==> config.mk <==
export PLATFORM = sky130hd
export DESIGN_NAME = lcd_char_driver
export DESIGN_NICKNAME = d
export VERILOG_FILES = /design/src/rtl/lcd_pkg.sv /design/src/rtl/lcd_bus_write.sv /design/src/rtl/lcd_char_driver.sv
export SDC_FILE = /design/constraint.sdc
export NUM_CORES = 1
export LEC_CHECK = 0
export BUFFER_PORTS_ARGS = -buffer_cell sky130_fd_sc_hd__buf_2
export CAP_MARGIN = 20
export CORE_MARGIN = 2
export CORE_UTILIZATION = 45
export DETAILED_ROUTE_END_ITERATION = 6
export SYNTH_ARGS = -nofsm -noshare
export SYNTH_HDL_FRONTEND = slang
export SYNTH_SLANG_ARGS = --single-unit
==> constraint.sdc <==
create_clock -name i_clk -period 2.3 [get_ports i_clk]
set_clock_uncertainty 0.15 [all_clocks]
set_input_delay 0.23 -clock i_clk [delete_from_list [all_inputs] [get_ports i_clk]]
set_output_delay 0.23 -clock i_clk [all_outputs]
set_load 0.01 [all_outputs]
==> src/rtl/lcd_pkg.sv <==
// Shared definitions for the character-LCD driver.
//   - HD44780 command bytes used during init and refresh
//   - top-level sequencer states and bus-write phases
//   - row_offset(): DDRAM start address of a display row
package lcd_pkg;

    localparam logic [7:0] FUNC_SET   = 8'h38;  // 8-bit bus, 2 lines, 5x8 font
    localparam logic [7:0] DISP_ON    = 8'h0C;  // display on, cursor off
    localparam logic [7:0] ENTRY      = 8'h06;  // increment, no shift
    localparam logic [7:0] CLEAR      = 8'h01;
    localparam logic [7:0] DDRAM_BASE = 8'h80;
    localparam logic [7:0] SPACE      = 8'h20;

    // Width of the per-write idle counter in the bus writer.
    localparam int WAIT_W = 16;

    typedef enum logic [2:0] {
        ST_PWR_WAIT,
        ST_INIT,
        ST_ROW_ADDR,
        ST_CHAR,
        ST_GAP
    } lcd_state_t;

    // The SETUP cycle is the cycle start is accepted, so it needs no phase.
    typedef enum logic [1:0] {
        PH_IDLE,
        PH_PULSE,
        PH_HOLD
    } bus_phase_t;

    // Rows 2 and 3 of a 4-line panel continue rows 0 and 1 in DDRAM.
    function automatic logic [7:0] row_offset(input logic [1:0] row, input int cols);
        logic [7:0] off;
        case (row)
            2'd0:    off = 8'h00;
            2'd1:    off = 8'h40;
            2'd2:    off = 8'(cols);
            default: off = 8'(8'h40 + cols);
        endcase
        return off;
    endfunction

endpackage

==> src/rtl/lcd_bus_write.sv <==
// One timed write on the LCD bus: SETUP (E=0) -> PULSE (E=1) -> HOLD (E=0).
// Ports:
//   i_clk, i_rst_n       clock, async active-low reset
//   i_start              accepted while idle; that cycle is the SETUP cycle
//   i_rs, i_data         register select / byte, captured at the end of SETUP
//   i_wait_cyc           idle cycles after E falls (>=1)
//   o_done               high on the last HOLD cycle
//   o_lcd_e/rs/data      LCD pins
module lcd_bus_write
    import lcd_pkg::*;
#(
    parameter int E_HIGH_CYC = 4
) (
    input  logic              i_clk,
    input  logic              i_rst_n,
    input  logic              i_start,
    input  logic              i_rs,
    input  logic [7:0]        i_data,
    input  logic [WAIT_W-1:0] i_wait_cyc,
    output logic              o_done,
    output logic              o_lcd_e,
    output logic              o_lcd_rs,
    output logic [7:0]        o_lcd_data
);

    bus_phase_t        r_phase, w_phase_nxt;
    logic [WAIT_W-1:0] r_cnt, w_cnt_nxt;
    logic [WAIT_W-1:0] r_wait;
    logic              r_rs;
    logic [7:0]        r_data;
    logic              w_accept;

    assign w_accept = (r_phase == PH_IDLE) && i_start;

    always_comb begin
        w_phase_nxt = r_phase;
        w_cnt_nxt   = r_cnt;
        o_done      = 1'b0;
        case (r_phase)
            PH_IDLE: begin
                if (i_start) begin
                    w_phase_nxt = PH_PULSE;
                    w_cnt_nxt   = WAIT_W'(E_HIGH_CYC - 1);
                end
            end
            PH_PULSE: begin
                if (r_cnt == '0) begin
                    w_phase_nxt = PH_HOLD;
                    w_cnt_nxt   = r_wait - WAIT_W'(1);
                end else begin
                    w_cnt_nxt = r_cnt - WAIT_W'(1);
                end
            end
            PH_HOLD: begin
                if (r_cnt == '0) begin
                    o_done      = 1'b1;
                    w_phase_nxt = PH_IDLE;
                end else begin
                    w_cnt_nxt = r_cnt - WAIT_W'(1);
                end
            end
            default: w_phase_nxt = PH_IDLE;
        endcase
    end

    always_ff @(posedge i_clk or negedge i_rst_n) begin
        if (!i_rst_n) begin
            r_phase <= PH_IDLE;
            r_cnt   <= '0;
            r_wait  <= '0;
            r_rs    <= 1'b0;
            r_data  <= 8'h00;
        end else begin
            r_phase <= w_phase_nxt;
            r_cnt   <= w_cnt_nxt;
            if (w_accept) begin
                r_rs   <= i_rs;
                r_data <= i_data;
                r_wait <= i_wait_cyc;
            end
        end
    end

    // E decodes straight from the phase register so a reset drops it at once.
    assign o_lcd_e    = (r_phase == PH_PULSE);
    assign o_lcd_rs   = w_accept ? i_rs   : r_rs;
    assign o_lcd_data = w_accept ? i_data : r_data;

endmodule

==> src/rtl/lcd_char_driver.sv <==
// Character-LCD driver: frame buffer with per-cell blink, power-on init and
// continuous refresh of an HD44780-class panel.
// Ports:
//   i_clk, i_rst_n                   clock, async active-low reset
//   i_wr_en/addr/char/blink          frame-buffer write (addr = row*COLS+col)
//   i_clear_req                      blank the whole buffer in one cycle
//   o_ready                          init complete (held until reset)
//   o_frame_done                     one-cycle pulse after a frame's last cell
//   o_lcd_e/rs/rw/data               LCD pins
//
// state       | meaning
// ------------+---------------------------------------------------
// ST_PWR_WAIT | power-up delay before the first command
// ST_INIT     | function set, display on, entry mode, clear
// ST_ROW_ADDR | set DDRAM address to the start of the current row
// ST_CHAR     | write the current row's characters
// ST_GAP      | idle between frames
module lcd_char_driver
    import lcd_pkg::*;
#(
    parameter int COLS            = 16,
    parameter int ROWS            = 2,
    parameter int E_HIGH_CYC      = 4,
    parameter int CMD_WAIT_CYC    = 50,
    parameter int CLEAR_WAIT_CYC  = 2000,
    parameter int INIT_WAIT_CYC   = 20000,
    parameter int BLINK_DIV       = 500,
    parameter int REFRESH_GAP_CYC = 100
) (
    input  logic                               i_clk,
    input  logic                               i_rst_n,
    input  logic                               i_wr_en,
    // One spare code point so out-of-range indices can actually be presented.
    input  logic [$clog2(ROWS*COLS+1)-1:0]     i_wr_addr,
    input  logic [7:0]                         i_wr_char,
    input  logic                               i_wr_blink,
    input  logic                               i_clear_req,
    output logic                               o_ready,
    output logic                               o_frame_done,
    output logic                               o_lcd_e,
    output logic                               o_lcd_rs,
    output logic                               o_lcd_rw,
    output logic [7:0]                         o_lcd_data
);

    localparam int NCELL    = ROWS * COLS;
    localparam int AW       = $clog2(NCELL + 1);
    localparam int CW       = $clog2(COLS);
    localparam int RW       = (ROWS > 1) ? $clog2(ROWS) : 1;
    localparam int WAIT_MAX = (INIT_WAIT_CYC > REFRESH_GAP_CYC) ? INIT_WAIT_CYC : REFRESH_GAP_CYC;
    localparam int TW       = $clog2(WAIT_MAX + 1);
    localparam int BW       = (BLINK_DIV > 1) ? $clog2(BLINK_DIV) : 1;

    lcd_state_t    r_state, w_state_nxt;
    logic [TW-1:0] r_wait, w_wait_nxt;
    logic [1:0]    r_init_idx, w_init_nxt;
    logic [RW-1:0] r_row, w_row_nxt;
    logic [CW-1:0] r_col, w_col_nxt;
    logic          r_busy;
    logic          r_ready;
    logic          r_frame_done;
    logic          r_blink_ph;
    logic [BW-1:0] r_blink_cnt;
    logic [7:0]    r_char  [NCELL];
    logic          r_blink [NCELL];

    logic              w_start, w_rs, w_done;
    logic [7:0]        w_data, w_init_cmd, w_cell_char, w_char_out;
    logic [WAIT_W-1:0] w_bus_wait;
    logic              w_set_ready, w_frame_end, w_cell_blink, w_wr_ok;
    logic [AW-1:0]     w_cell;

    assign w_wr_ok = i_wr_en && !i_clear_req && (i_wr_addr < AW'(NCELL));
    assign w_cell  = AW'(int'(r_row) * COLS + int'(r_col));

    // Sampling bypasses the buffer so a write or clear in the SETUP cycle is
    // what goes out on the bus.
    always_comb begin
        w_cell_char  = r_char[w_cell];
        w_cell_blink = r_blink[w_cell];
        if (i_clear_req) begin
            w_cell_char  = SPACE;
            w_cell_blink = 1'b0;
        end else if (w_wr_ok && (i_wr_addr == w_cell)) begin
            w_cell_char  = i_wr_char;
            w_cell_blink = i_wr_blink;
        end
    end

    // The blink phase only changes at frame end, so it is constant for the
    // whole of every frame.
    assign w_char_out = (w_cell_blink && r_blink_ph) ? SPACE : w_cell_char;

    always_comb begin
        case (r_init_idx)
            2'd0:    w_init_cmd = FUNC_SET;
            2'd1:    w_init_cmd = DISP_ON;
            2'd2:    w_init_cmd = ENTRY;
            default: w_init_cmd = CLEAR;
        endcase
    end

    always_comb begin
        w_state_nxt = r_state;
        w_wait_nxt  = r_wait;
        w_init_nxt  = r_init_idx;
        w_row_nxt   = r_row;
        w_col_nxt   = r_col;
        w_start     = 1'b0;
        w_rs        = 1'b0;
        w_data      = 8'h00;
        w_bus_wait  = WAIT_W'(CMD_WAIT_CYC);
        w_set_ready = 1'b0;
        w_frame_end = 1'b0;
        case (r_state)
            ST_PWR_WAIT: begin
                if (r_wait == '0) w_state_nxt = ST_INIT;
                else              w_wait_nxt  = r_wait - TW'(1);
            end
            ST_INIT: begin
                w_start = !r_busy;
                w_data  = w_init_cmd;
                if (r_init_idx == 2'd3) w_bus_wait = WAIT_W'(CLEAR_WAIT_CYC);
                if (w_done) begin
                    w_init_nxt = r_init_idx + 2'd1;
                    if (r_init_idx == 2'd3) begin
                        w_set_ready = 1'b1;
                        w_state_nxt = ST_ROW_ADDR;
                    end
                end
            end
            ST_ROW_ADDR: begin
                w_start = !r_busy;
                w_data  = DDRAM_BASE | row_offset(2'(r_row), COLS);
                if (w_done) w_state_nxt = ST_CHAR;
            end
            ST_CHAR: begin
                w_start = !r_busy;
                w_rs    = 1'b1;
                w_data  = w_char_out;
                if (w_done) begin
                    if (r_col == CW'(COLS - 1)) begin
                        w_col_nxt = '0;
                        if (r_row == RW'(ROWS - 1)) begin
                            w_row_nxt   = '0;
                            w_frame_end = 1'b1;
                            if (REFRESH_GAP_CYC == 0) begin
                                w_state_nxt = ST_ROW_ADDR;
                            end else begin
                                w_state_nxt = ST_GAP;
                                w_wait_nxt  = TW'(REFRESH_GAP_CYC - 1);
                            end
                        end else begin
                            w_row_nxt   = r_row + RW'(1);
                            w_state_nxt = ST_ROW_ADDR;
                        end
                    end else begin
                        w_col_nxt = r_col + CW'(1);
                    end
                end
            end
            ST_GAP: begin
                if (r_wait == '0) w_state_nxt = ST_ROW_ADDR;
                else              w_wait_nxt  = r_wait - TW'(1);
            end
            default: w_state_nxt = ST_PWR_WAIT;
        endcase
    end

    always_ff @(posedge i_clk or negedge i_rst_n) begin
        if (!i_rst_n) begin
            r_state      <= ST_PWR_WAIT;
            r_wait       <= TW'(INIT_WAIT_CYC - 1);
            r_init_idx   <= 2'd0;
            r_row        <= '0;
            r_col        <= '0;
            r_busy       <= 1'b0;
            r_ready      <= 1'b0;
            r_frame_done <= 1'b0;
            r_blink_ph   <= 1'b0;
            r_blink_cnt  <= BW'(BLINK_DIV - 1);
        end else begin
            r_state      <= w_state_nxt;
            r_wait       <= w_wait_nxt;
            r_init_idx   <= w_init_nxt;
            r_row        <= w_row_nxt;
            r_col        <= w_col_nxt;
            r_frame_done <= w_frame_end;
            if (w_start)     r_busy  <= 1'b1;
            else if (w_done) r_busy  <= 1'b0;
            if (w_set_ready) r_ready <= 1'b1;
            if (w_frame_end) begin
                if (r_blink_cnt == '0) begin
                    r_blink_cnt <= BW'(BLINK_DIV - 1);
                    r_blink_ph  <= ~r_blink_ph;
                end else begin
                    r_blink_cnt <= r_blink_cnt - BW'(1);
                end
            end
        end
    end

    always_ff @(posedge i_clk or negedge i_rst_n) begin
        if (!i_rst_n) begin
            for (int i = 0; i < NCELL; i++) begin
                r_char[i]  <= SPACE;
                r_blink[i] <= 1'b0;
            end
        end else if (i_clear_req) begin
            for (int i = 0; i < NCELL; i++) begin
                r_char[i]  <= SPACE;
                r_blink[i] <= 1'b0;
            end
        end else if (w_wr_ok) begin
            r_char[i_wr_addr]  <= i_wr_char;
            r_blink[i_wr_addr] <= i_wr_blink;
        end
    end

    lcd_bus_write #(
        .E_HIGH_CYC (E_HIGH_CYC)
    ) u_bus (
        .i_clk      (i_clk),
        .i_rst_n    (i_rst_n),
        .i_start    (w_start),
        .i_rs       (w_rs),
        .i_data     (w_data),
        .i_wait_cyc (w_bus_wait),
        .o_done     (w_done),
        .o_lcd_e    (o_lcd_e),
        .o_lcd_rs   (o_lcd_rs),
        .o_lcd_data (o_lcd_data)
    );

    assign o_ready      = r_ready;
    assign o_frame_done = r_frame_done;
    assign o_lcd_rw     = 1'b0;

endmodule

Word level (Yosys, flattened, before mapping)
Cells that the tools add are included.
{"block": "word_totals", "regBits": 369, "output_inout_bits": 13, "wordCells": 213}
{"block": "op_classes", "add_sub_neg": 8, "order_cmp": 4, "eq_ne": 24, "muxes": 66, "n_bitwise": 4, "n_reduce_logical": 28}
{"cell": "$mux W256", "count": 2}
{"cell": "$bwmux W256", "count": 1}
{"cell": "$mux W32", "count": 2}
{"cell": "$mux W15", "count": 4}
{"cell": "$mux W8", "count": 7}
{"cell": "$mux W16", "count": 3}
{"cell": "$pmux W16 S3", "count": 1}
{"cell": "$bmux W8 S5", "count": 1}
{"cell": "$demux W8 S5", "count": 1}
{"cell": "$bwmux W32", "count": 1}
{"cell": "$sub A16 B1 Y16 const B", "count": 2}
{"cell": "$pmux W15 S2", "count": 1}
{"cell": "$mux W3", "count": 8}
{"cell": "$pmux W8 S3", "count": 1}
{"cell": "$mux W11", "count": 2}
{"cell": "$mux W1", "count": 20}
{"cell": "$pmux W6 S3", "count": 1}
{"cell": "$logic_not A16 Y1", "count": 1}
{"cell": "$logic_not A15 Y1", "count": 1}
{"cell": "$pmux W3 S5", "count": 1}
{"cell": "$sub A15 B1 Y15 const B", "count": 1}
{"cell": "$ge A7 B6 Y1 const B", "count": 2}
{"cell": "$ne A2 B2 Y1 const B", "count": 7}
{"cell": "$not A6 Y7", "count": 2}
{"cell": "other kinds (36)", "count": 61}

Longest topological paths before layout
Gate-level depths: netlist of run 1.
{"block": "logic_depth", "depth_word": 11, "mapped_depth": 11, "mapped_depth_nobuf": 8}

Hierarchy
From an unflattened synthesis of run 1, not the netlist that was laid out.
{"block": "hier_totals", "hier_cells": 1815, "area_unflattened_um2": 19224.7}
{"module": "lcd_char_driver", "n_inst": 1, "cells_per_inst": 1566, "area_each_um2": 16722.3, "seq_area_each_um2": 8217.9}
{"module": "lcd_bus_write", "n_inst": 1, "cells_per_inst": 249, "area_each_um2": 2502.4, "seq_area_each_um2": 1076.0}

Least setup slack after synthesis of run 1
OpenSTA, ideal clock, no wires.
{"block": "synth_path", "kind": "register to output", "from": "reg r_col[0]", "to": "out o_lcd_data[0]", "arrival_ns": 2.304, "t_required_ns": 1.920, "slack_ns": -0.384, "path_stages_with_launch": 10, "cell_sequence": "dfrtp_1 buf_2 buf_4 buf_4 buf_4 mux2i_1 nor2_1 nor4b_1 o21ai_1 o31ai_1"}
{"block": "synth_between", "elab_chain_len": 11}
{"item": "start, declared", "line": "lcd_char_driver.sv:58", "rtl": "logic [CW-1:0] r_col, w_col_nxt;"}
{"item": "start signal, assigned", "line": "lcd_char_driver.sv:187", "rtl": "r_col <= w_col_nxt;"}
{"item": "$add A5 B4 Y6 *", "line": "lcd_char_driver.sv:74", "rtl": "assign w_cell = AW'(int'(r_row) * COLS + int'(r_col));"}
{"item": "$not A6 Y7 (not written as such)", "line": "lcd_char_driver.sv:79, lcd_char_driver.sv:80"}
{"item": "$bmux W1 S5", "line": "lcd_char_driver.sv:80", "rtl": "w_cell_blink = r_blink[w_cell];"}
{"item": "$mux W1 (not written as such) (2 in a row)", "line": "lcd_char_driver.sv:80"}
{"item": "$mux W1", "line": "lcd_char_driver.sv:84", "rtl": "end else if (w_wr_ok && (i_wr_addr == w_cell)) begin"}
{"item": "$mux W1", "line": "lcd_char_driver.sv:81", "rtl": "if (i_clear_req) begin"}
{"item": "$logic_and A1 B1 Y1", "line": "lcd_char_driver.sv:92", "rtl": "assign w_char_out = (w_cell_blink && r_blink_ph) ? SPACE : w_cell_char;"}
{"item": "$mux W8 *", "line": "lcd_char_driver.sv:92"}
{"item": "$pmux W8 S3 *", "line": "lcd_char_driver.sv:115", "rtl": "case (r_state)"}
{"item": "$mux W8 *", "line": "lcd_bus_write.sv:87", "rtl": "assign o_lcd_data = w_accept ? i_data : r_data;"}
{"item": "end, declared", "line": "lcd_char_driver.sv:43", "rtl": "output logic [7:0] o_lcd_data"}
Every way passes the cells marked *; elsewhere a longest branch is shown, timed or not. The select of a mux whose other input is x is not followed.

Final worst setup path of run 1
{"block": "layout_path", "from": "reg r_col[0]", "to": "out o_lcd_data[1]"}
Same word-level chain as after synthesis.

==> results of run 1 <==
[Yosys cell counts (3+ instances only)]
cell type | n | share of area [%]
nor2_1 | 191 | 3.9
inv_1 | 22 | 0.45
o21ai_0 | 48 | 1.3
o21a_1 | 3 | 0.12
nand4_1 | 4 | 0.14
o31a_1 | 4 | 0.19
a21o_1 | 3 | 0.12
o221ai_1 | 6 | 0.29
o211ai_1 | 23 | 0.95
mux4_2 | 61 | 7.5
dfrtp_1 | 308 | 42
a21oi_1 | 164 | 4.5
and2_1 | 3 | 0.10
buf_2 | 11 | 0.30
or3_1 | 7 | 0.24
a211o_1 | 11 | 0.53
nand3b_1 | 4 | 0.16
nor2b_1 | 10 | 0.34
o22ai_1 | 13 | 0.45
a21boi_0 | 3 | 0.12
xnor2_1 | 22 | 1.1
buf_1 | 11 | 0.23
nand2b_1 | 6 | 0.21
a211oi_1 | 11 | 0.45
a32oi_1 | 3 | 0.14
o2bb2ai_1 | 3 | 0.14
nand2_1 | 231 | 4.8
buf_4 | 12 | 0.49
nor4_1 | 5 | 0.17
dfstp_2 | 48 | 6.9
clkbuf_1 | 114 | 2.3
o31ai_1 | 12 | 0.49
and3_1 | 12 | 0.41
a31oi_1 | 13 | 0.45
or4_1 | 4 | 0.16
nand3_1 | 139 | 3.8
ha_1 | 19 | 1.3
mux2i_1 | 172 | 9.4
nor3b_1 | 6 | 0.25
clkbuf_2 | 3 | 0.082
nor3_1 | 19 | 0.52
[layer usage]
| metal | track usage [%] | vias to the layer above | share of wire, % |
|---|---|---|---|
| li1 | - | 6839 | - |
| met4 | 8.48 | 0 | 3.1 |
| met1 | 37.1 | 7628 | 43 |
| met2 | 43.7 | 497 | 48 |
| met5 | 0 | - | 0 |
| met3 | 5.12 | 98 | 6.0 |
[worst paths after layout]
check                        startpoint               to  cells after the start
max                            r_col[0]    o_lcd_data[1]                      9
min                             i_rst_n   r_blink_cnt[3]                      2
max reg2reg                    r_col[0]  u_bus.r_data[5]                      8
min reg2reg                     o_ready          o_ready                      1
max in group asynchronous       i_rst_n       r_char[92]                      3
min in group i_clk         i_wr_char[6]  u_bus.r_data[6]                      3
[worst max-delay path: cells and delay by family (launching register included)]
| kind | cells | cell delay [ns] |
|---|---|---|
| DFF | 1 | 0.47 |
| and+or+nand+nor | 1 | 0.08 |
| buffers and inverters | 3 | 0.46 |
| AOI/OAI and AO/OA | 3 | 0.74 |
| muxes | 2 | 0.68 |
[area by class of cell]
cell class	instances	area [µm²]	area share, %
inverters	24	90.1	0.386
clock buffers	66	1310	5.63
well taps	525	657	2.82
clock inverters	10	82.6	0.354
repair buffers	309	2740	11.8
multi-input cells	1274	9470	40.6
flip-flops and latches	356	8980	38.5
[flip-flops by register name, indices dropped and copies added, names as in the netlist, 4 cells and up]
signal and count:
r_char 256, u_bus.r_data 8, r_wait 15, u_bus.r_cnt 16
r_blink_cnt 9, r_col 4, r_blink 32
[power by group]
group	internal (µW)	switching, µW
Sequential	6290	12.7
Combinational	159	490
Clock	4020	2680
Total	10500	3180
[placed cells by master, fill, tap and decap left out, drive strengths merged, types with 10 or more instances in the layout]
cell type and count:
nand2 231, mux2i 172, dfstp 48, o31ai 13, a211oi 11, ha 19
nor3 20, clkbuf 67, dfrtp 308, a211o 11, a31oi 13, o21ai 49
clkinv 10, a21oi 164, inv 23, buf 303, nand3 139, xnor2 22
o22ai 13, nor2 192, o211ai 23, nor2b 10, mux4 61, and3 12
[through the flow]
stage | util, % | total power [µW] | instances
5_1_grt | 58.4 | 14100 | 2564
2_1_floorplan | - | 6680 | 1805
6_report | 58.4 | 13700 | 2564
3_5_place_dp | 52.0 | 7040 | 2453
3_3_place_gp | 52.0 | 7040 | 2453
4_1_cts | 57.0 | 13700 | 2548
[what timing repair did]
item / in CTS / in global routing
hold buffers: 5 / 0
pin swaps: 32 / 51
cloned: 1 / 0
endpoints found under the setup margin: 69 / 66
gates resized for setup: 94 / 100
hold endpoints to repair: 356 / 0
setup buffers: 14 / 19
[logic make-up (layout without fill, tap and decap cells)]
group / count (synthesis) / in the layout / synth area share [%]
flops: 356 / 356 / 49.2
xor+xnor: 24 / 24 / 1.15
simple gates: 653 / 653 / 15.9
mux: 234 / 234 / 17.0
other cells: 1 / 1 / 0.0206
compound gates: 343 / 343 / 11.5
fa+ha+maj: 19 / 19 / 1.30
buf+inv: 175 / 409 / 3.94
==> metrics.yaml, run 1 <==
status:
  outcome: "finished with violations"
  violations: "negative setup slack"
hold_path:
  hp-class: "primary input to asynchronous set/reset pin"
timing:
  max_clock_freq_ghz: 0.297
  final.setup.worst_slack_ns: -1.07
  min_period_over_period_pct: 146
  whs_ns: 0.0228
  fin_crit_ns: 3.37
  rsz0062_at_grt: "true"
  tns_ns: -11.86
  slew_viol_final: 0
  worstMarginPinSlew_ns: 0.860
  relSlewSlack_pct: 42.7
  hold_viol: 0
  setup_viol: 47
setup_path:
  crit_fanout: 6
  crit_required_ns: 1.92
  end_kind: "output pin"
  slowest_delay_ns: 0.49
  cp_slowest_cell: "mux4_2"
  criticalPathCategory: "flop to output pin"
  worstPathCellList: "buf_12 -> mux4_2 -> mux2i_2 -> nor2_2 -> o32ai_4 -> buf_6 -> o21ai_4 -> o31ai_4 -> buf_2"
  reg2reg_slack_ns: -0.25
  cp.arrival_ns: 2.99
  crit_path_start_kind: "flop"
route:
  drt_pass1_iterations: 7
  initialDrtViolationCount: 1429
  routedWlPerCell_um: 21.9
  finalWirelength_um: 56100
  vias: 15100
  routed_via_density: 5.87
  ant_nets: 0
  drcViolationCount: 0
yosys:
  syn_avg_cell_area_um2: 10.1
  synth_cell_type_count: 70
  ys_warn_count: 0
  synth_fp_nets: 1843
  yosysSeqAreaShare_pct: 49.2
  synth_seq_cells: 356
  async_flop_share_pct: 100
  synth_edf_count: 0
  netlist_area_um2: 18200
  synth_flop_cell: "dfrtp_1"
  synth_cells: 1805
clock_tree:
  numCtsBuffers: 41
  clock_latency_ns: 0.56
  cts_tree: "built"
  cts.sinks: 356
  clk_pin_slew_ns: 0.06
  cts_max_level: 2
  root_buffer: "clkbuf_16"
  clockBufferDepth: 3
floorplanning:
  die_x_um: 205
  pin_count: 32
  die_h_um: 205
  die_area_um2: 42200
  initial_core_util_pct: 45.7
  core_um2: 39900
  rows: 73
finish:
  final_area_um2: 23300
  nets: 2044
  antenna_cells: 0
  n_fill_cell: 3304
  area_growth_syn_to_layout_pct: 27.9
  drive_gt1_share_pct: 30.6
job:
  max-cap-violations: 0
power_and_ir_drop:
  peakVddDrop_mv: 0.465
  leakagePower_uw: 0.0103
  powerDensity_nw_per_um2: 585
place:
  gp_congestion: 0.897
  dp_slack_ns: -0.522
  dpl-instance-area_um2: 20800
  dp_hpwl_um: 37300
  port_buffers: 30
global_routing:
  grt_usage_pct: 27.1
  grt_pass1_vias: 15000
  grt_max_degree: 113
  grt_overflow: 0
  antenna_found_initial: 0
  grt_pass1_wl_um: 88100
Note: power is estimated with default switching activity, not from simulation.
==> run 2, diff against run 1 <==
--- a/config.mk
+++ b/config.mk
@@ -5,6 +5,7 @@
 export SDC_FILE = /design/constraint.sdc
 export NUM_CORES = 1
 export LEC_CHECK = 0
+export ABC_AREA = 1
 export BUFFER_PORTS_ARGS = -buffer_cell sky130_fd_sc_hd__buf_2
 export CAP_MARGIN = 20
 export CORE_MARGIN = 2
==> run 2 against run 1 <==
Against the previous run: the run still ends with negative setup slack left; clock power fell by 3.0%; synthesized area fell by 2.1%; routed wire length fell by 1.6%; largest power group unchanged; largest cell class is now registers; via count is 6.2% higher; global-route usage shrank 0.16 points; maximum frequency is 8.9% higher; highest routed layer unchanged; critical endpoint is now o_lcd_data[2]; sequential power grew 2%; critical path depth up 5; die area fell by 2.0%.
==> metrics.yaml, run 2 <==
setup_path:
  cp_slowest_cell: "dfrtp_4"
  crit_buf_inv: 4
  crit_family: "simple AND/OR/NAND/NOR gates"
  worstPathCellList: "buf_4 -> clkbuf_16 -> nand2_1 -> nand3_1 -> nand3_1 -> nand2_1 -> nor2_1 -> buf_4 -> nand2_2 -> nand2_1 -> a21oi_1 -> nand2_1 -> a21oi_2 -> buf_2"
  crit_fanout: 15
  end_kind: "output pin"
  cp.arrival_ns: 2.71
  crit_top_cell: "nand2_1"
  crit_cells: 14
  crit_path_start_kind: "flop"
  criticalPathCategory: "flop to output pin"
  crit_required_ns: 1.92
  r2r.worst_path.cells: 10
  slowest_delay_ns: 0.53
finish:
  fin_util_pct: 54.7
  drive_gt1_share_pct: 17.1
  final_area_um2: 21300
  area_growth_syn_to_layout_pct: 19.2
  n_fill_cell: 3705
  layout_common_cells: "nand2_1 (452), dfrtp_1 (306), nand3_1 (290)"
  largest_reg_flops: 256
  nets: 2354
  top_regs: "r_char: 256 flops, r_blink: 32 flops, u_bus.r_cnt: 16 flops"
  antenna_cells: 0
  fin_cells: 2865
  final_common_cell: "nand2_1"
  regMostFlops: "r_char"
clock_tree:
  clk_pin_slew_ns: 0.06
  cts_tree: "built"
  numCtsBuffers: 41
  cts.sinks: 356
  cts_max_level: 2
  root_buffer: "clkbuf_16"
  clockBufferDepth: 3
  clock_latency_ns: 0.57
timing:
  max_clock_freq_ghz: 0.323
  whs_ns: 0.0230
  rsz0062_at_grt: "true"
  min_period_over_period_pct: 135
  worstMarginPinSlew_ns: 0.563
  fin_crit_ns: 3.09
  final.setup.worst_slack_ns: -0.794
  hold_viol: 0
  setup_viol: 9
  relSlewSlack_pct: 62.4
  slew_viol_final: 0
hold_path:
  worstHoldPathCells: 5
  hp-class: "primary input to flop"
yosys:
  synth_top_area_cell: "dfrtp_1"
  synth_cells: 2218
  synth_area_leaders: "dfrtp_1 (43%), nand2_1 (9.9%), nand3_1 (8.3%), dfstp_2 (7.1%), o22ai_1 (6.2%)"
  yosys.area.top_type_share_pct: 43.1
  syn_avg_cell_area_um2: 8.05
  async_flop_share_pct: 100
  netlist_area_um2: 17900
  synth_cell_type_count: 44
  synth_most_common_cell: "nand2_1"
  synth_seq_cells: 356
  synth_fp_nets: 2256
  yosysSeqAreaShare_pct: 50.2
  ys_warn_count: 0
  synth.top_cells.by_count: "nand2_1 (470), dfrtp_1 (308), nand3_1 (298), inv_1 (255), o22ai_1 (177)"
  synth_flop_cell: "dfrtp_1"
  synth_edf_count: 0
global_routing:
  grt_pass1_vias: 15500
  grt_overflow: 0
  grt_usage_pct: 26.9
  grt_max_degree: 88
  grt_pass1_wl_um: 87700
  antenna_found_initial: 0
floorplanning:
  core_um2: 38900
  die_h_um: 203
  pin_count: 32
  die_x_um: 203
  initial_core_util_pct: 45.9
  rows: 72
  die_area_um2: 41300
route:
  vias: 16000
  drcViolationCount: 0
  routedWlPerCell_um: 19.3
  drt_pass1_iterations: 6
  routed_via_density: 5.58
  ant_nets: 0
  initialDrtViolationCount: 1462
  finalWirelength_um: 55200
power_and_ir_drop:
  powerDensity_nw_per_um2: 637
  peakVddDrop_mv: 0.618
  leakagePower_uw: 0.00979
status:
  violations: "negative setup slack"
  outcome: "finished with violations"
place:
  dp.cells: 2774
  dp_hpwl_um: 36000
  gp_congestion: 0.909
  port_buffers: 30
  dpl-instance-area_um2: 19400
job:
  max-cap-violations: 0
[run 2: cell count changes after synthesis, sizes merged, moves of 42 or more]
cell and delta:
mux4 -61, nor2 -42, clkbuf -49, mux2i -172, a21oi -77, nand2 +250, o21ai +103, inv +241
nand3 +161, o22ai +164
[run 2: cells by family after synthesis]
family | Yosys count | share of synthesized area [%]
flops | 356 | 50.2
other cells | 1 | 0.0210
xor+xnor | 36 | 1.76
mux | 1 | 0.0630
fa+ha+maj | 19 | 1.33
compound gates | 450 | 14.5
buf+inv | 391 | 8.73
simple gates | 964 | 23.4
[run 2: area by class of cell]
cell class	count	area, µm²	area share, %
Clock buffer	64	1210	5.70
Clock inverter	10	114	0.535
Inverter	265	1010	4.73
Multi-Input combinational cell	1473	7610	35.7
Sequential cell	356	8970	42.2
Tap cell	518	648	3.04
Timing Repair Buffer	179	1720	8.08
[run 2: worst paths after layout]
path / start / slack, ns / endpoint
max: r_col[0] / -0.79 / o_lcd_data[2]
min: i_wr_char[3] / 0.02 / u_bus.r_data[3]
max reg2reg: r_col[0] / 0 / r_state[0]
min reg2reg: r_blink_cnt[8] / 0.33 / r_blink_cnt[8]
max in group asynchronous: i_rst_n / 1.16 / r_char[253]
min in group asynchronous: i_rst_n / 0.05 / r_char[138]
[run 2: timing repair]
item                                   CTS  global route
resized for setup                       58            39
hold buffers                             5             0
setup buffers                            2             3
pin swaps                                3             7
setup endpoints to repair               25            40
endpoints found under the hold margin  319             0
cloned                                   2             5
[run 2: through the flow]
step,total power [µW],TNS (ns),worst slack [ns]
2_1_floorplan,6770,0,0.281
3_3_place_gp,7150,-2.35,-0.418
3_5_place_dp,7150,-2.84,-0.425
4_1_cts,13700,-5.71,-0.750
5_1_grt,14000,-8.15,-0.881
6_report,13600,-5.95,-0.794
[run 2: metal layers]
metal	up-vias	wire length [µm]	share of wire (%)	global-route usage, %
met5	-	0	0	0
met3	106	3020	5.5	3.32
met1	7794	24500	44	38.0
met4	0	1950	3.5	10.7
li1	7561	-	-	-
met2	535	25700	47	42.4
[run 2: power by group]
part	leakage (µW)	internal, µW	switching, µW
clock network	0.000650	3850	2650
registers	0.00475	6360	33.1
logic	0.00439	166	489
[run 2: worst reg2reg max path: stages (launching register included)]
cell	delay, ns
dfrtp_4	0.57
buf_4	0.20
clkbuf_16	0.20
ha_1	0.22
inv_2	0.08
nor2_4	0.05
buf_12	0.13
nor2_1	0.14
nor2_1	0.08
o211ai_1	0.18
o21ai_0	0.16
==> run 3, diff against run 2 <==
--- a/config.mk
+++ b/config.mk
@@ -10,7 +10,9 @@
 export CAP_MARGIN = 20
 export CORE_MARGIN = 2
 export CORE_UTILIZATION = 45
+export CTS_BUF_LIST = sky130_fd_sc_hd__clkbuf_16
 export DETAILED_ROUTE_END_ITERATION = 6
+export GPL_ROUTABILITY_DRIVEN = 1
 export SYNTH_ARGS = -nofsm -noshare
 export SYNTH_HDL_FRONTEND = slang
 export SYNTH_SLANG_ARGS = --single-unit
==> constraint.sdc (replaced) <==
create_clock -name i_clk -period 3.4 [get_ports i_clk]
set_clock_uncertainty 0.15 [all_clocks]
set_input_delay 0.34 -clock i_clk [delete_from_list [all_inputs] [get_ports i_clk]]
set_output_delay 0.34 -clock i_clk [all_outputs]
set_load 0.01 [all_outputs]
==> run 3 against run 2 <==
Against the previous run: utilization fell by 3.4 points; setup slack improved by 0.88 ns; highest routed layer is now met5; flip-flop and latch count did not move; worst hold slack improved by 0.044 ns; cell count fell by 3.7%; largest cell class unchanged; the flow now finishes without violations; clock-buffer cell count fell by 22.
==> metrics.yaml, run 3 (synthesis results as in run 2) <==
job:
  max-cap-violations: 0
clock_tree:
  numCtsBuffers: 41
  cts.sinks: 356
  clockBufferDepth: 3
  cts_max_level: 2
  clock_latency_ns: 0.57
  cts_tree: "built"
  root_buffer: "clkbuf_16"
  clk_pin_slew_ns: 0.06
finish:
  n_fill_cell: 3768
  area_growth_syn_to_layout_pct: 11.8
  regMostFlops: "r_char"
  drive_gt1_share_pct: 11.3
  final_common_cell: "nand2_1"
  layout_common_cells: "nand2_1 (467), dfrtp_1 (306), nand3_1 (293)"
  nets: 2247
  largest_reg_flops: 256
  top_regs: "r_char: 256 flops, r_blink: 32 flops, u_bus.r_cnt: 16 flops"
  fin_cells: 2758
setup_path:
  r2r.worst_path.cells: 11
  criticalPathCategory: "flop to output pin"
  cp.arrival_ns: 2.82
  worst_r2r_endpoint: "r_wait[14]"
  end_kind: "output pin"
  crit_required_ns: 2.91
  crit_fanout: 40
  crit_path_start_kind: "flop"
  rr_startpoint: "r_col[0]"
  startpoint: "r_col[0]"
  reg2reg_slack_ns: 0.64
power_and_ir_drop:
  p_total_uw: 8850
  powerDensity_nw_per_um2: 443
  leakagePower_uw: 0.00918
  peakVddDrop_mv: 0.405
route:
  initialDrtViolationCount: 1261
  ant_nets: 0
  drcViolationCount: 0
  drt_pass1_iterations: 5
  routedWlPerCell_um: 19.4
  finalWirelength_um: 53600
  vias: 15500
  routed_via_density: 5.61
timing:
  setup_viol: 0
  slew_viol_final: 0
  hold_viol: 0
  relSlewSlack_pct: 52.4
  rsz0062_at_grt: "true"
  final.setup.worst_slack_ns: 0.0851
  fin_crit_ns: 3.31
  worstMarginPinSlew_ns: 0.714
  min_period_over_period_pct: 97.5
  max_clock_freq_ghz: 0.302
  whs_ns: 0.0673
global_routing:
  grt_pass1_wl_um: 85800
  grt_pass1_vias: 15100
  antenna_found_initial: 2
  grt_overflow: 0
  grt_max_degree: 126
  grt_usage_pct: 26.3
place:
  gp_congestion: 0.881
  dp.cells: 2679
  dp_hpwl_um: 33500
  dp_slack_ns: 0.512
  port_buffers: 30
floorplanning:
  die_h_um: 203
  pin_count: 32
  initial_core_util_pct: 45.9
  core_um2: 38900
  rows: 72
  die_x_um: 203
  die_area_um2: 41300
hold_path:
  hold_end: "u_bus.r_data[4]"
  hp-class: "primary input to flop"
  worstHoldPathCells: 4
  hp-start: "i_wr_char[4]"
status:
  outcome: "finished clean"
run 3: worst max-delay path by stage:
stage | slack (ns) | end | depth (start not counted)
after floorplan | 1.27 | o_lcd_data[3] | 11
after global placement | 0.53 | o_lcd_data[2] | 11
after detailed placement | 0.51 | o_lcd_data[1] | 11
after CTS | 0.009 | o_lcd_data[1] | 11
after global routing | -0.03 | o_lcd_data[7] | 12
final | 0.09 | o_lcd_data[1] | 12
run 3: final cells by class:
cell class / instances / area, µm² / share of cell area [%]
repair buffers: 74 / 676 / 3.38
multi-input cells: 1471 / 7420 / 37.2
flip-flops and latches: 356 / 8970 / 44.9
clock inverters: 31 / 180 / 0.902
clock buffers: 42 / 1050 / 5.26
well taps: 518 / 648 / 3.25
diodes: 1 / 2.50 / 0.0125
inverters: 265 / 1020 / 5.09
run 3: repair_timing:
action                                  4_1_cts  5_1_grt
gates cloned                                  1        1
pin swaps                                     0        3
resized for setup                             4       26
endpoints found under the setup margin        7        9
setup buffers                                 0        2
endpoints found under the hold margin       174        0
hold buffers                                  1        0
run 3: stage by stage:
step / TNS, ns / instance area [µm²] / util (%)
global route: -0.0337 / 20000 / 51.3
finish: 0 / 20000 / 51.3
global placement: 0 / 18500 / 47.6
CTS: 0 / 19800 / 50.9
detailed placement: 0 / 18500 / 47.6
floorplan: 0 / 17900 / -
run 3: worst max-delay path, stage by stage, from the launching register on:
cell and delay, ns:
dfrtp_4 0.56, buf_4 0.19, bufbuf_16 0.33, nand2_1 0.09, nand3_1 0.12, nand3_1 0.10, nand3_1 0.11, nand2_1 0.10
nand2_2 0.11, a21oi_2 0.13, nand2_1 0.06, a21oi_1 0.18, buf_2 0.17
run 3: where the power goes:
part	total, µW	switching [µW]	internal [µW]
combinational	398	319	79.2
sequential	4320	20.3	4300
clock	4120	1810	2310
run 3: metal layers:
metal,global-route usage [%],routed length (µm),vias to the layer above
li1,-,-,7350
met1,36.9,23800,7499
met2,42.0,25000,500
met3,3.39,3030,117
met4,9.65,1750,2
met5,0,15,-
